===== config.mk =====
export PLATFORM = sky130hd
export DESIGN_NAME = manch_tdm_encoder
export DESIGN_NICKNAME = d
export VERILOG_FILES = /design/src/rtl/manch_pkg.sv /design/src/rtl/manch_bit_timer.sv /design/src/rtl/manch_tdm_encoder.sv
export SDC_FILE = /design/constraint.sdc
export NUM_CORES = 1
export LEC_CHECK = 0
export CAP_MARGIN = 20
export CELL_PAD_IN_SITES_DETAIL_PLACEMENT = 1
export CELL_PAD_IN_SITES_GLOBAL_PLACEMENT = 2
export CORE_ASPECT_RATIO = 1.25
export CORE_MARGIN = 1
export CORE_UTILIZATION = 30
export DETAILED_ROUTE_END_ITERATION = 6
export GPL_TIMING_DRIVEN = 0
export PLACE_DENSITY = 0.83
export SYNTH_ARGS = -nofsm -noshare
export SYNTH_HDL_FRONTEND = slang
export SYNTH_SLANG_ARGS = --single-unit

===== constraint.sdc =====
create_clock -name clk -period 2.1 [get_ports clk]
set_input_delay 0.42 -clock clk [delete_from_list [all_inputs] [get_ports clk]]
set_output_delay 0.42 -clock clk [all_outputs]
set_load 0.01 [all_outputs]

===== src/rtl/manch_pkg.sv =====
`default_nettype none
// ============================================================================
// Module  : manch_pkg
// Purpose : Line-mode enum and per-half-bit level helper shared by the encoder.
// Rev     : 1.0  initial release
// ============================================================================
package manch_pkg;

  typedef enum logic [1:0] {
    MODE_THOMAS = 2'd0,
    MODE_IEEE   = 2'd1,
    MODE_DIFF   = 2'd2,
    MODE_NRZ    = 2'd3
  } mode_e;

  // Level for THOMAS/IEEE/NRZ; DIFF is stateful and handled by the caller.
  function automatic logic manch_half(input logic b, input logic ph, input mode_e m);
    case (m)
      MODE_THOMAS: return ph ? ~b : b;
      MODE_IEEE:   return ph ? b : ~b;
      default:     return b;
    endcase
  endfunction

endpackage
`default_nettype wire


===== src/rtl/manch_bit_timer.sv =====
`default_nettype none
// ============================================================================
// Module  : manch_bit_timer
// Purpose : Half-bit prescaler and bit phase; half_tick on the last clk of each half.
// Rev     : 1.0  initial release
// ============================================================================
module manch_bit_timer #(
  parameter int unsigned HALF_DIV = 8
) (
  input  logic clk,
  input  logic reset,
  input  logic clr_i,
  input  logic cnt_en_i,
  output logic half_tick_o,
  output logic bit_tick_o
);

  localparam int unsigned     PW   = (HALF_DIV > 1) ? $clog2(HALF_DIV) : 1;
  localparam logic [PW-1:0]   LAST = PW'(HALF_DIV - 1);

  logic [PW-1:0] presc_q, presc_d;
  logic          phase_q, phase_d;

  always_ff @(posedge clk or negedge reset) begin
    if (!reset) begin
      presc_q <= '0;
      phase_q <= 1'b0;
    end else begin
      presc_q <= presc_d;
      phase_q <= phase_d;
    end
  end

  always_comb begin
    presc_d = presc_q;
    phase_d = phase_q;
    if (clr_i) begin
      presc_d = '0;
      phase_d = 1'b0;
    end else if (cnt_en_i) begin
      if (presc_q == LAST) begin
        presc_d = '0;
        phase_d = ~phase_q;
      end else begin
        presc_d = presc_q + PW'(1);
      end
    end
  end

  assign half_tick_o = (presc_q == LAST);
  assign bit_tick_o  = half_tick_o & phase_q;

endmodule
`default_nettype wire


===== src/rtl/manch_tdm_encoder.sv =====
`default_nettype none
// ============================================================================
// Module  : manch_tdm_encoder
// Purpose : N-channel TDM Manchester/NRZ line encoder (sync slot + N_CH data slots).
//           Define MANCH_SYNC_VIOLATION_EN to send a code violation in slot 0.
// Rev     : 1.0  initial release
// ============================================================================
module manch_tdm_encoder
  import manch_pkg::*;
#(
  parameter int unsigned N_CH     = 2,
  parameter int unsigned HALF_DIV = 8
) (
  input  logic                        clk,
  input  logic                        reset,
  input  logic                        en,
  input  logic [1:0]                  mode,
  input  logic [N_CH-1:0]             data,
  output logic                        line_out,
  output logic [$clog2(N_CH+1)-1:0]   ch_sel,
  output logic                        half_tick,
  output logic                        frame_start,
  output logic                        busy
);

  localparam int unsigned   SW        = $clog2(N_CH + 1);
  localparam logic [SW-1:0] LAST_SLOT = SW'(N_CH);
`ifdef MANCH_SYNC_VIOLATION_EN
  localparam logic          SYNC_VIOL = 1'b1;
`else
  localparam logic          SYNC_VIOL = 1'b0;
`endif

  logic [SW-1:0] slot_q, slot_d;
  logic          cur_bit_q, cur_bit_d;
  logic          diff_q, diff_d;
  mode_e         mode_q, mode_d;
  logic          line_q, line_d;
  logic          fs_q, fs_d;
  logic          busy_q;

  logic half_w, bit_w;
  logic start_w, adv_w, first_w, second_w, wrap_w, new_bit_w;

  manch_bit_timer #(
    .HALF_DIV (HALF_DIV)
  ) u_timer (
    .clk         (clk),
    .reset       (reset),
    .clr_i       (~en),
    .cnt_en_i    (busy_q),
    .half_tick_o (half_w),
    .bit_tick_o  (bit_w)
  );

  function automatic logic line_level(input logic b, input logic ph, input logic [SW-1:0] s,
                                      input mode_e m, input logic dl);
    if (m == MODE_DIFF)
      return dl;
    else if (SYNC_VIOL && (s == '0))
      return 1'b1;
    else
      return manch_half(b, ph, m);
  endfunction

  always_ff @(posedge clk or negedge reset) begin
    if (!reset) begin
      slot_q    <= '0;
      cur_bit_q <= 1'b1;
      diff_q    <= 1'b0;
      mode_q    <= MODE_THOMAS;
      line_q    <= 1'b0;
      fs_q      <= 1'b0;
      busy_q    <= 1'b0;
    end else begin
      slot_q    <= slot_d;
      cur_bit_q <= cur_bit_d;
      diff_q    <= diff_d;
      mode_q    <= mode_d;
      line_q    <= line_d;
      fs_q      <= fs_d;
      busy_q    <= en;
    end
  end

  always_comb begin
    start_w  = en & ~busy_q;
    adv_w    = en & half_w;
    first_w  = start_w | (adv_w & bit_w);
    second_w = adv_w & ~bit_w;
    wrap_w   = adv_w & bit_w & (slot_q == LAST_SLOT);

    // The frame mode is frozen except while idle or on entry to the sync slot.
    mode_d = mode_q;
    if (!en || start_w || wrap_w)
      mode_d = mode_e'(mode);

    slot_d = slot_q;
    if (!en)
      slot_d = '0;
    else if (adv_w && bit_w)
      slot_d = (slot_q == LAST_SLOT) ? '0 : slot_q + SW'(1);

    new_bit_w = 1'b1;
    for (int k = 0; k < int'(N_CH); k++) begin
      if (slot_d == SW'(k + 1))
        new_bit_w = data[k];
    end

    cur_bit_d = cur_bit_q;
    if (!en)
      cur_bit_d = 1'b1;
    else if (first_w)
      cur_bit_d = new_bit_w;

    diff_d = diff_q;
    if (en && (mode_d == MODE_DIFF)) begin
      if (first_w && !new_bit_w)
        diff_d = ~diff_d;
      if (second_w && !(SYNC_VIOL && (slot_q == '0)))
        diff_d = ~diff_d;
    end

    line_d = line_q;
    if (!en)
      line_d = 1'b0;
    else if (first_w)
      line_d = line_level(new_bit_w, 1'b0, slot_d, mode_d, diff_d);
    else if (second_w)
      line_d = line_level(cur_bit_q, 1'b1, slot_q, mode_d, diff_d);

    fs_d = start_w | wrap_w;
  end

  assign line_out    = line_q;
  assign ch_sel      = slot_q;
  assign half_tick   = half_w;
  assign frame_start = fs_q;
  assign busy        = busy_q;

endmodule
`default_nettype wire


Word level (Yosys, flattened, before mapping). Cells that the tools add are included.

Mux-type cells: 25. Add/sub/neg operators: 2. Bitwise gates (word level): 15. Equality and inequality tests: 10. Reduce and logical (&&, ||, !) cells: 9.

Operator list (count): two-way mux 1 bit (18); two-way mux 3 bit (3); two-way mux 2 bit (4); inverter 1 bit (7); bitwise AND 1 bit (6); equality test 2 bit (second input constant) (3); inequality test 2 x 1 -> 1 bit (second input constant) (3); equality test 2 x 1 -> 1 bit (second input constant) (2); adder 3 x 1 -> 3 bit (second input constant) (1); equality test 3 bit (second input constant) (1); logical AND 1 bit (3); inequality test 3 x 1 -> 1 bit (second input constant) (1); adder 2 x 1 -> 2 bit (second input constant) (1); logical NOT 1 bit (2); logical NOT 2 bit (1); logical OR 1 bit (2); bitwise OR 1 bit (2); AND reduction 2 bit (1).

Input port bits: 7. Flip-flop bits (word level): 13. Output and inout port bits: 6. Logic and storage cells: 70.

Logic depth before layout (Yosys ltp). Gate-level depths: netlist of the first run.

Word-level depth: 19. Mapped depth: 8. Gate-level depth less buffers: 7.

By module. A second synthesis of the first run with hierarchy kept.

Cell total of the unflattened synthesis: 85. Area total of the unflattened synthesis: 858.3 µm².

Modules (own cells, without submodules): manch_tdm_encoder (seq. area each 226.5 µm², area an instance 653.1 µm², instances 1, cells an instance 68); manch_bit_timer (seq. area each 100.1 µm², area an instance 205.2 µm², instances 1, cells an instance 17).

Worst setup path after synthesis of the first run. OpenSTA, ideal clock, no wires.

Path kind: reg-to-reg. Start point: register u_timer.presc_q[0]. End point: register line_q (netlist: line_out). Period minus slack after synthesis: 2223 ps. Stages on the path, launching flop included: 9. Library setup time: 137 ps. Slack: -123 ps. Data required time: 1963 ps. Path buffers: 1. Data arrival time: 2085 ps. Cells stage by stage: dfrtp_1 > ha_1 > ha_1 > buf_4 > nand2_2 > a2111oi_4 > or4_1 > a311oi_1 > a2111oi_2.

Longest elaborated chain between the ends: 19. Elaborated cells between the ends (all ways): 37. Classes of those cells: eq/ne: 6; mux: 16; bitwise: 9; reduce/logical: 6.

Ends and longest elaborated chain: from (decl) (line manch_bit_timer.sv:21) `logic [PW-1:0] presc_q, presc_d;`; from (signal assigned) (line manch_bit_timer.sv:29) `presc_q <= presc_d;`; equality test 3 bit (*) (line manch_bit_timer.sv:50) `assign half_tick_o = (presc_q == LAST);`; net half_tick (line manch_tdm_encoder.sv:21) `output logic half_tick,`; bitwise AND 1 bit (on tied branches) (line manch_tdm_encoder.sv:88, manch_bit_timer.sv:51); logical AND 1 bit (line manch_tdm_encoder.sv:101) `else if (adv_w && bit_w)`; two-way mux 2 bit (line manch_tdm_encoder.sv:101); two-way mux 2 bit (line manch_tdm_encoder.sv:99) `if (!en)`; equality test 2 x 1 -> 1 bit (line manch_tdm_encoder.sv:106) `if (slot_d == SW'(k + 1))`; two-way mux 1 bit (2 in a row) (line manch_tdm_encoder.sv:106); [3 not listed]; two-way mux 1 bit (line manch_tdm_encoder.sv:117) `if (en && (mode_d == MODE_DIFF)) begin`; inverter 1 bit (line manch_tdm_encoder.sv:121) `diff_d = ~diff_d;`; two-way mux 1 bit (line manch_tdm_encoder.sv:120) `if (second_w && !(SYNC_VIOL && (slot_q == '0)))`; two-way mux 1 bit (line manch_tdm_encoder.sv:117); two-way mux 1 bit (line manch_tdm_encoder.sv:58) `if (m == MODE_DIFF)`; two-way mux 1 bit (line manch_tdm_encoder.sv:129) `else if (second_w)`; two-way mux 1 bit (line manch_tdm_encoder.sv:127) `else if (first_w)`; two-way mux 1 bit (line manch_tdm_encoder.sv:125) `if (!en)`; to (signal assigned) (line manch_tdm_encoder.sv:80) `line_q <= line_d;`; to (decl) (line manch_tdm_encoder.sv:38) `logic line_q, line_d;`.

Mark *: on every way through the listed nets, which the timed path passes. The rest lies on a longest branch. The select of a mux whose other input is x is not followed. A chain may end at the register's enable or synchronous reset.

Final worst setup path of the first run.
Start point: register u_timer.presc_q[1]. End point: output half_tick.

Longest elaborated chain between the ends: 1.

Ends and longest elaborated chain (line): equality test 3 bit (manch_bit_timer.sv:50); to (decl) (manch_tdm_encoder.sv:21).

No other way between the ends.

==> results_dict.tcl, run 1 <==
set metrics [dict create \
    outcome "complete, no violations" \
    synth_top_area_share_pct 32.3 \
    start_util_pct 31.5 \
    cts_buffers 3 \
    hpwl_mm 1.66 \
    final_net_count 129 \
    critPathBufInv 1 \
    drc 0 \
    hold_path.class "in -> reg" \
    grt_util_all_layers_pct 17.1 \
    synthTopCellsByCount "12 x dfrtp_1, 8 x nand2_1, 5 x nor2b_1" \
    worstMarginPinSlew_ns 0.594 \
    cts_max_level 1 \
    fillers 335 \
    ys_warn_count 0 \
    coreArea_um2 2950 \
    synth_most_common_cell "dfrtp_1" \
    holdWs_ns 0.461 \
    rsz0062_at_grt "false" \
    die_h_um 64.2 \
    syn_nets 105 \
    io_buffers 12 \
    min_path_cells 1 \
    multi_input_area_um2 657 \
    start_kind "register" \
    synth_top_area_cell "dfrtp_1" \
    die_area_um2 3320 \
    p_per_area_nw_per_um2 431 \
    yosys.cell_types.count 43 \
    ys.flop_type "dfrtp_1" \
    p_total_mw 0.551 \
    critPathCaptureType "output pin" \
    final_hold_viol_count 0 \
    grt_pass1_wl_mm 4.24 \
    grt_overflow 0 \
    yosysSeqAreaShare_pct 35.2 \
    cp_top_family "buffers and inverters" \
    wire_per_inst_um 15.4 \
    vdd_drop_max_uv 258 \
    num_rows 22 \
    crit_required_ns 1.68 \
    postSynthAreaPerCell_um2 9.67 \
    syn_area_um2 928 \
    viasPerCell 5.23 \
    critPathKind "reg -> out" \
    cts.sinks 13 \
    wl_mm 2.39 \
    io-pin-count 13 \
    drive_above_1_share_pct 26.9 \
    vias 811 \
    synth_seq_cells 13 \
    skew_ns 0.00413 \
    cp_max_fo 6 \
    max_freq_mhz 495 \
    slew_headroom_pct 60.3 \
    n_antenna_cell 0 \
    hold_start "en" \
    ant_nets 0 \
    synth_edf_count 0 \
    grt_max_degree 14 \
    cts_tree "built" \
    total_leakage_power_nw 0.518 \
    min_to "busy" \
    postCtsHoldBufs 0 \
    rr_endpoint "line_out" \
    drv_slew 0 \
    critPathSlowestCell "clkdlybuf4s50_1" \
    syn_inst 96 \
    setup_violations 0 \
    clk_path_buf_depth 2 \
    synth_area_leaders "dfrtp_1 32%, mux2i_1 4.3%, xor2_1 3.8%" \
    rr_startpoint "u_timer.presc_q[1]" \
    cts_root_buffer "clkbuf_4" \
    worst_r2r_path_depth 7 \
    cp.arrival_ns 1.60 \
    period_minus_slack_ns 2.02 \
    reg2reg_slack_ns 0.11 \
    die_w_um 51.8 \
    cts.clk_slew.worst_paths_ns 0.09 \
    firstDrtPassIters 5 \
    antenna_found_initial 0 \
    regArea_um2 327 \
    drtIter0Drc 10 \
    crit_path_frequent_cell "ha_4" \
    insertion_delay_ns 0.29 \
    postPlaceCellArea_um2 1110 \
    path_cells "ha_4 -> ha_4 -> clkdlybuf4s50_1" \
    async_flop_share_pct 100 \
    fin_area_um2 1280 \
    cp_slowest_stage_delay_ns 0.55 \
    min_period_over_period_pct 96.1 \
    grt_pass1_vias 887 \
    area_growth_syn_to_layout_pct 37.7 \
    maxCapViolations 0 \
    gp_congestion 0.777 \
]
-- how the worst max path moves through the flow --
stage                        from        end  slack, ns  cells after the start
2_1_floorplan  u_timer.presc_q[0]   line_out      0.006                      8
3_3_place_gp                   en   line_out      -0.40                      7
3_5_place_dp                   en   line_out      -0.47                      7
4_1_cts        u_timer.presc_q[1]   line_out      -0.02                      8
5_1_grt        u_timer.presc_q[0]   line_out       0.02                      8
6_report       u_timer.presc_q[1]  half_tick       0.08                      3
-- logic make-up (layout without fill, tap and decap cells) --
group / count (synthesis) / count (layout) / share of synthesized area (%)
AO/OA/AOI/OAI: 21 / 21 / 18.9
XOR/XNOR: 5 / 5 / 4.72
adder cells (fa/ha/maj): 2 / 2 / 2.69
buffers and inverters: 9 / 32 / 4.45
flip-flops: 13 / 13 / 35.2
multiplexers: 6 / 6 / 6.74
AND/OR/NAND/NOR: 40 / 40 / 27.4
-- cell type report --
class	instances	area share [%]
Multi-Input combinational cell	74	51.4
Clock buffer	4	2.05
Sequential cell	13	25.5
Tap cell	36	3.52
Buffer	3	1.17
Inverter	4	1.17
Timing Repair Buffer	21	15.2
-- power by group --
group	leakage (nW)	internal (mW)	switching, mW
logic	0.335	0.0558	0.0526
registers	0.168	0.263	0.0138
clock network	0.0150	0.0740	0.0923
total	0.518	0.393	0.159
-- metrics by stage --
stage	util (%)	setup slack (ns)	setup TNS [ns]	cells
3_5_place_dp	37.7	-0.469	-0.774	144
4_1_cts	42.2	-0.0243	-0.0243	156
6_report	43.4	0.0811	0	155
5_1_grt	43.4	0.0206	0	155
3_3_place_gp	37.7	-0.400	-0.632	144
2_1_floorplan	-	0.00634	0	96
-- sequential cells by signal (all words and copies together) (netlist names) --
register,flops
u_timer.phase_q,1
ch_sel,2
cur_bit_q,1
u_timer.presc_q,3
mode_q,2
line_out,1
frame_start,1
diff_q,1
busy,1
-- cell usage in the layout, fill, tap and decap left out, types with 2 or more instances in the layout --
cell type / netlist / layout
dfrtp_1: 12 / 12
clkdlybuf4s50_1: 0 / 11
buf_4: 2 / 9
nand2_1: 8 / 8
nor2b_1: 5 / 5
and2_1: 4 / 4
inv_1: 4 / 4
nor2_1: 4 / 4
a21oi_1: 4 / 4
xor2_1: 4 / 4
o21ai_0: 3 / 3
nand3_1: 3 / 3
mux2i_1: 4 / 3
clkbuf_4: 0 / 3
clkbuf_1: 2 / 2
a21boi_0: 2 / 2
nor3b_1: 2 / 2
o211ai_1: 2 / 2
ha_4: 0 / 2
-- routing by layer --
metal | vias to the layer above | share of wire, % | track usage, %
li1 | 391 | - | -
met1 | 408 | 44 | 20.8
met2 | 7 | 52 | 29.4
met3 | 5 | 1.8 | 1.67
met4 | 0 | 2.0 | 8.11
met5 | - | 0 | 0
-- worst reg2reg max path: cells and delay by family, from the launching register on --
family / cells / cell delay [ns]
AND/OR/NAND/NOR: 3 / 0.77
flip-flops: 1 / 0.40
adder cells (fa/ha/maj): 2 / 0.36
AO/OA/AOI/OAI: 2 / 0.33
-- what timing repair did --
item | 4_1_cts | 5_1_grt
endpoints found under the hold margin | 0 | 0
endpoints found under the setup margin | 2 | 2
pin swaps | 5 | 5
resized for setup | 9 | 7
setup buffers | 9 | 0
Power figures use the tool's default switching activity.
==> inputs of run 2 (changes only) <==
Settings changed: CORE_ASPECT_RATIO 1.25 to not set.
==> run 2 against run 1 <==
  * Flip-flop and latch count did not move
  * Register-to-register slack got worse by 0.098 ns
  * Final area fell by 1.7%
  * Power fell by 2.7%
  * Critical path type is now reg -> reg
  * Largest cell class unchanged
==> results_dict.tcl, run 2 (same netlist as run 1, synthesis figures left out) <==
set metrics [dict create \
    outcome "complete, no violations" \
    drc 0 \
    area_growth_syn_to_layout_pct 35.4 \
    cp_top_family "simple AND/OR/NAND/NOR gates" \
    grt_max_degree 14 \
    io-pin-count 13 \
    fillers 340 \
    gp_congestion 0.831 \
    n_antenna_cell 0 \
    firstDrtPassIters 4 \
    postCtsHoldBufs 0 \
    total_leakage_power_nw 0.530 \
    comb_power_share_pct 19.1 \
    regMostFlops "u_timer.presc_q" \
    crit_path_start "u_timer.presc_q[0]" \
    skew_ns 0.0102 \
    clock_power_share_pct 29.5 \
    stdcell_count 152 \
    cp_max_fo 5 \
    vias 810 \
    crit_required_ns 2.25 \
    final_net_count 131 \
    rsz0062_at_grt "true" \
    setup_violations 0 \
    path_cells "ha_2 -> ha_4 -> nand2_8 -> and2_4 -> or4_4 -> a311oi_2 -> a2111oi_2" \
    final_cell_mix "12 x buf_4, 12 x dfrtp_1, 10 x clkdlybuf4s50_1" \
    vdd_drop_max_uv 299 \
    critPathCaptureType "register" \
    critPathSlowestCell "or4_4" \
    io_buffers 12 \
    critPathKind "reg -> reg" \
    die_area_um2 3320 \
    drive_above_1_share_pct 28.9 \
    critPathBufInv 0 \
    p_sw_mw 0.151 \
    drtIter0Drc 16 \
    hold_start "en" \
    cts.clk_slew.worst_paths_ns 0.09 \
    worstMarginPinSlew_ns 0.604 \
    ant_nets 0 \
    grt_util_all_layers_pct 16.0 \
    cts_tree "built" \
    drv_slew 0 \
    finalSetupTns_ns 0 \
    hpwl_mm 1.63 \
    coreArea_um2 2850 \
    dp_cells 139 \
    holdWs_ns 0.491 \
    grt_overflow 0 \
    die_h_um 57.6 \
    viasPerCell 5.33 \
    wire_per_inst_um 16.0 \
    cp.arrival_ns 2.24 \
    num_rows 19 \
    max_freq_mhz 479 \
    grt_pass1_wl_mm 4.07 \
    largest_reg_flops 3 \
    cts_root_buffer "clkbuf_4" \
    period_minus_slack_ns 2.09 \
    final_hold_viol_count 0 \
    wl_mm 2.43 \
    start_kind "register" \
    antenna_found_initial 0 \
    insertion_delay_ns 0.28 \
    cts_buffers 3 \
    slew_headroom_pct 59.6 \
    intPower_mw 0.385 \
    clk_path_buf_depth 2 \
    cts_max_level 1 \
    hold_path.class "in -> reg" \
    rr_startpoint "u_timer.presc_q[0]" \
    seqPwrFrac_pct 51.4 \
    grt_pass1_vias 833 \
    cts.sinks 13 \
    p_per_area_nw_per_um2 426 \
    maxCapViolations 0 \
    min_period_over_period_pct 99.4 \
    swShare_pct 28.2 \
    start_util_pct 32.5 \
    cp_slowest_stage_delay_ns 0.53 \
    die_w_um 57.6 \
]
==> run 2: changes by cell type in the layout (fill, tap and decap cells not counted), sizes merged <==
cell / previous run / this run
clkdlybuf4s50: 11 / 10
buf: 11 / 14
clkbuf: 5 / 4
clkinv: 0 / 1
==> run 2: layer usage <==
layer	vias up	share of wire, %	track usage (%)
li1	400	-	-
met1	398	47	21.9
met2	12	49	25.7
met3	0	3.4	4.69
met4	0	0	2.09
met5	-	0	0
==> run 2: final cells by class <==
class	count	area, um^2	share of cell area, %
clock buffers	3	22.5	1.79
multi-input cells	74	628	50.0
inverters	4	15.0	1.19
clock inverters	1	5.00	0.398
plain buffers	3	15.0	1.19
repair buffers	23	206	16.4
flip-flops and latches	13	327	26.0
well taps	31	38.8	3.08
==> run 2: path summary, 6_finish.rpt <==
path | endpoint | slack (ns) | cells after the start
worst max register to register | line_out | 0.01 | 7
max in group asynchronous | busy | 1.19 | 1
worst min register to register | cur_bit_q | 0.53 | 2
worst min-delay path | busy | 0.49 | 1
min in group asynchronous | frame_start | 0.51 | 1
worst max-delay path | line_out | 0.01 | 7
==> run 2: power groups by stage <==
stage                     logic (mW)  registers, mW  clock network (mW)
after floorplan               0.0493          0.279                   0
after global placement        0.0881          0.280                   0
after detailed placement      0.0907          0.281                   0
after CTS                      0.100          0.276               0.164
after global routing           0.115          0.278               0.177
final                          0.102          0.276               0.158
==> run 2: what timing repair did <==
action                                  CTS  global route
buffers inserted                          5             6
endpoints found under the setup margin    2             1
gates cloned                              0             0
gates resized for setup                   6             8
pin swaps                                 3             5
==> run 2: stage by stage <==
stage | instance area (um^2) | setup slack [ns] | total power [mW] | utilization [%]
floorplan | 946 | 0.00634 | 0.328 | -
global placement | 1100 | -0.369 | 0.368 | 38.7
detailed placement | 1100 | -0.497 | 0.371 | 38.7
CTS | 1190 | -0.0132 | 0.540 | 41.9
global route | 1260 | -0.0811 | 0.570 | 44.1
finish | 1260 | 0.0117 | 0.536 | 44.1
==> inputs of run 3 (changes only) <==
Settings changed: CORE_UTILIZATION 30 to 29, PLACE_DENSITY 0.83 to 0.81, SYNTH_HIERARCHICAL set to 1.
==> run 3 against run 2 <==
  * The run now ends with negative setup slack left
  * Largest cell class unchanged
  * Largest power group unchanged
  * Final area shrank 9.3%
  * Clock skew fell by 0.0079 ns
  * Combinational power decreased by 9.7%
  * Critical endpoint unchanged
  * Sequential share of layout area grew 2.6 points
  * Critical path type unchanged
==> results_dict.tcl, run 3 <==
set metrics [dict create \
    outcome "complete, but fails checks" \
    violations "negative setup slack" \
    grt_pass1_wl_mm 3.40 \
    grt_overflow 0 \
    regMostFlops "u_timer/presc_q" \
    setup_violations 2 \
    antenna_found_initial 0 \
    n_antenna_cell 0 \
    io-pin-count 13 \
    vias 720 \
    final_net_count 116 \
    critPathCaptureType "register" \
    firstDrtPassIters 3 \
    dp_slack_ns -0.375 \
    dp_cells 128 \
    hold_path.class "in -> async" \
    ys.flop_type "dfrtp_1" \
    synth_edf_count 0 \
    slew_headroom_pct 61.8 \
    cts.sinks 13 \
    largest_reg_flops 3 \
    synth_most_common_cell "dfrtp_1" \
    cts.clk_slew.worst_paths_ns 0.08 \
    final_hold_viol_count 0 \
    post-route-util_pct 41.0 \
    worstMarginPinSlew_ns 0.571 \
    ys_warn_count 6 \
    synth_seq_cells 13 \
    cp_slowest_stage_delay_ns 0.39 \
    cp_max_fo 5 \
    clk_path_buf_depth 2 \
    worst_r2r_path_depth 10 \
    hpwl_mm 1.43 \
    num_rows 19 \
    period_minus_slack_ns 2.30 \
    p_per_area_nw_per_um2 460 \
    postCtsHoldBufs 0 \
    drtIter0Drc 10 \
    maxCapViolations 0 \
    reg2reg_slack_ns -0.20 \
    cts_max_level 1 \
    rsz0062_at_grt "true" \
    critPathBufInv 1 \
    worst_slack_ns -0.195 \
    grt_pass1_vias 794 \
    seqPwrFrac_pct 52.1 \
    io_buffers 12 \
    syn_area_um2 858 \
    swShare_pct 27.0 \
    cp_top_family "compound AO/OA/AOI/OAI gates" \
    synth_top_area_cell "dfrtp_1" \
    viasPerCell 5.26 \
    area_growth_syn_to_layout_pct 32.9 \
    syn_inst 85 \
    start_util_pct 30.9 \
    vdd_drop_max_uv 285 \
    crit_required_ns 2.27 \
    intPower_mw 0.383 \
    finalSetupTns_ns -0.295 \
    critPathKind "reg -> reg" \
    cts_buffers 3 \
    p_total_mw 0.524 \
    grt_max_degree 14 \
    postSynthAreaPerCell_um2 10.1 \
    comb_power_share_pct 17.6 \
    async_flop_share_pct 100 \
    ant_nets 0 \
    synthTopCellsByCount "12 x dfrtp_1, 6 x a21oi_1, 6 x inv_1" \
    skew_ns 0.00235 \
    insertion_delay_ns 0.28 \
    cts_tree "built" \
    grt_util_all_layers_pct 13.6 \
    wl_mm 1.96 \
    max_freq_mhz 436 \
    cp.arrival_ns 2.47 \
    drv_slew 0 \
    coreArea_um2 2780 \
    cts_root_buffer "clkbuf_4" \
    total_leakage_power_nw 0.482 \
    p_sw_mw 0.141 \
    wire_per_inst_um 14.3 \
    rr_endpoint "line_out" \
    drc 0 \
    min_period_over_period_pct 109 \
    die_area_um2 3180 \
    critPathSlowestCell "dfrtp_1" \
    final_cell_mix "12 x dfrtp_1, 11 x clkdlybuf4s50_1, 6 x inv_1, 6 x a21oi_1, 6 x buf_4" \
    die_w_um 56.4 \
    synth_area_leaders "dfrtp_1 35%, mux2i_1 4.7%, a21oi_1 3.5%" \
    yosysSeqAreaShare_pct 38.0 \
    postPlaceCellArea_um2 1050 \
    gp_congestion 0.733 \
    path_cells "ha_2 -> ha_4 -> and2_4 -> nand4b_1 -> and3_1 -> clkbuf_8 -> mux2i_4 -> nor2_1 -> o2111a_1 -> a2111oi_2" \
    fin_area_um2 1140 \
    rr_startpoint "u_timer/presc_q[0]" \
    stdcell_count 137 \
    drive_above_1_share_pct 25.5 \
    holdWs_ns 0.499 \
    synth_top_area_share_pct 35.0 \
    die_h_um 56.4 \
    layout.cells.most_common "dfrtp_1" \
    clock_power_share_pct 30.3 \
    start_kind "register" \
    syn_nets 94 \
    yosys.cell_types.count 43 \
]
==> run 3: cell families after synthesis <==
family | share of synthesized area, %
buf+inv | 5.69
simple gates | 22.4
flops | 38.0
xor+xnor | 1.02
mux | 4.66
compound gates | 25.2
fa+ha+maj | 2.91
==> run 3: what timing repair did <==
action,4_1_cts,5_1_grt
gates resized for setup,5,2
endpoints found under the setup margin,2,3
setup buffers,6,0
pin swaps,10,0
==> run 3: worst reg2reg max path, cell delays in order (launching register included) <==
cell,delay [ns]
dfrtp_1,0.39
ha_2,0.20
ha_4,0.16
and2_4,0.16
nand4b_1,0.12
and3_1,0.18
clkbuf_8,0.15
mux2i_4,0.23
nor2_1,0.06
o2111a_1,0.25
a2111oi_2,0.28
==> run 3: power by group through the flow <==
stage | registers, mW | logic (mW) | clock network, mW
final | 0.273 | 0.0921 | 0.159
after global placement | 0.277 | 0.0812 | 0
after global routing | 0.275 | 0.102 | 0.171
after detailed placement | 0.278 | 0.0832 | 0
after floorplan | 0.277 | 0.0445 | 0
after CTS | 0.273 | 0.0935 | 0.163
==> run 3: worst max-delay path by stage <==
stage                       startpoint       end  slack, ns  depth (start not counted)
global route        u_timer/presc_q[0]  line_out      -0.32                          9
CTS                 u_timer/presc_q[0]  line_out      -0.19                         10
detailed placement  u_timer/presc_q[0]  line_out      -0.38                         10
finish              u_timer/presc_q[0]  line_out      -0.20                         10
floorplan           u_timer/presc_q[0]    diff_q      -0.16                         10
global placement    u_timer/presc_q[0]  line_out      -0.34                         10
==> run 3: area by class of cell <==
| type | count | area (um^2) |
|---|---|---|
| multi-input combinational | 62 | 531 |
| tap | 31 | 38.8 |
| clock buffer | 4 | 26.3 |
| inverter | 6 | 22.5 |
| timing repair buffer | 18 | 168 |
| sequential | 13 | 327 |
| buffer | 3 | 28.8 |
| fill | 316 | 1640 |
==> run 3: per-layer routing <==
layer / GRT usage [%] / wire [um]
met2: 24.7 / 987
met1: 15.6 / 883
met3: 4.15 / 68
met4: 3.14 / 21
met5: 0 / 0
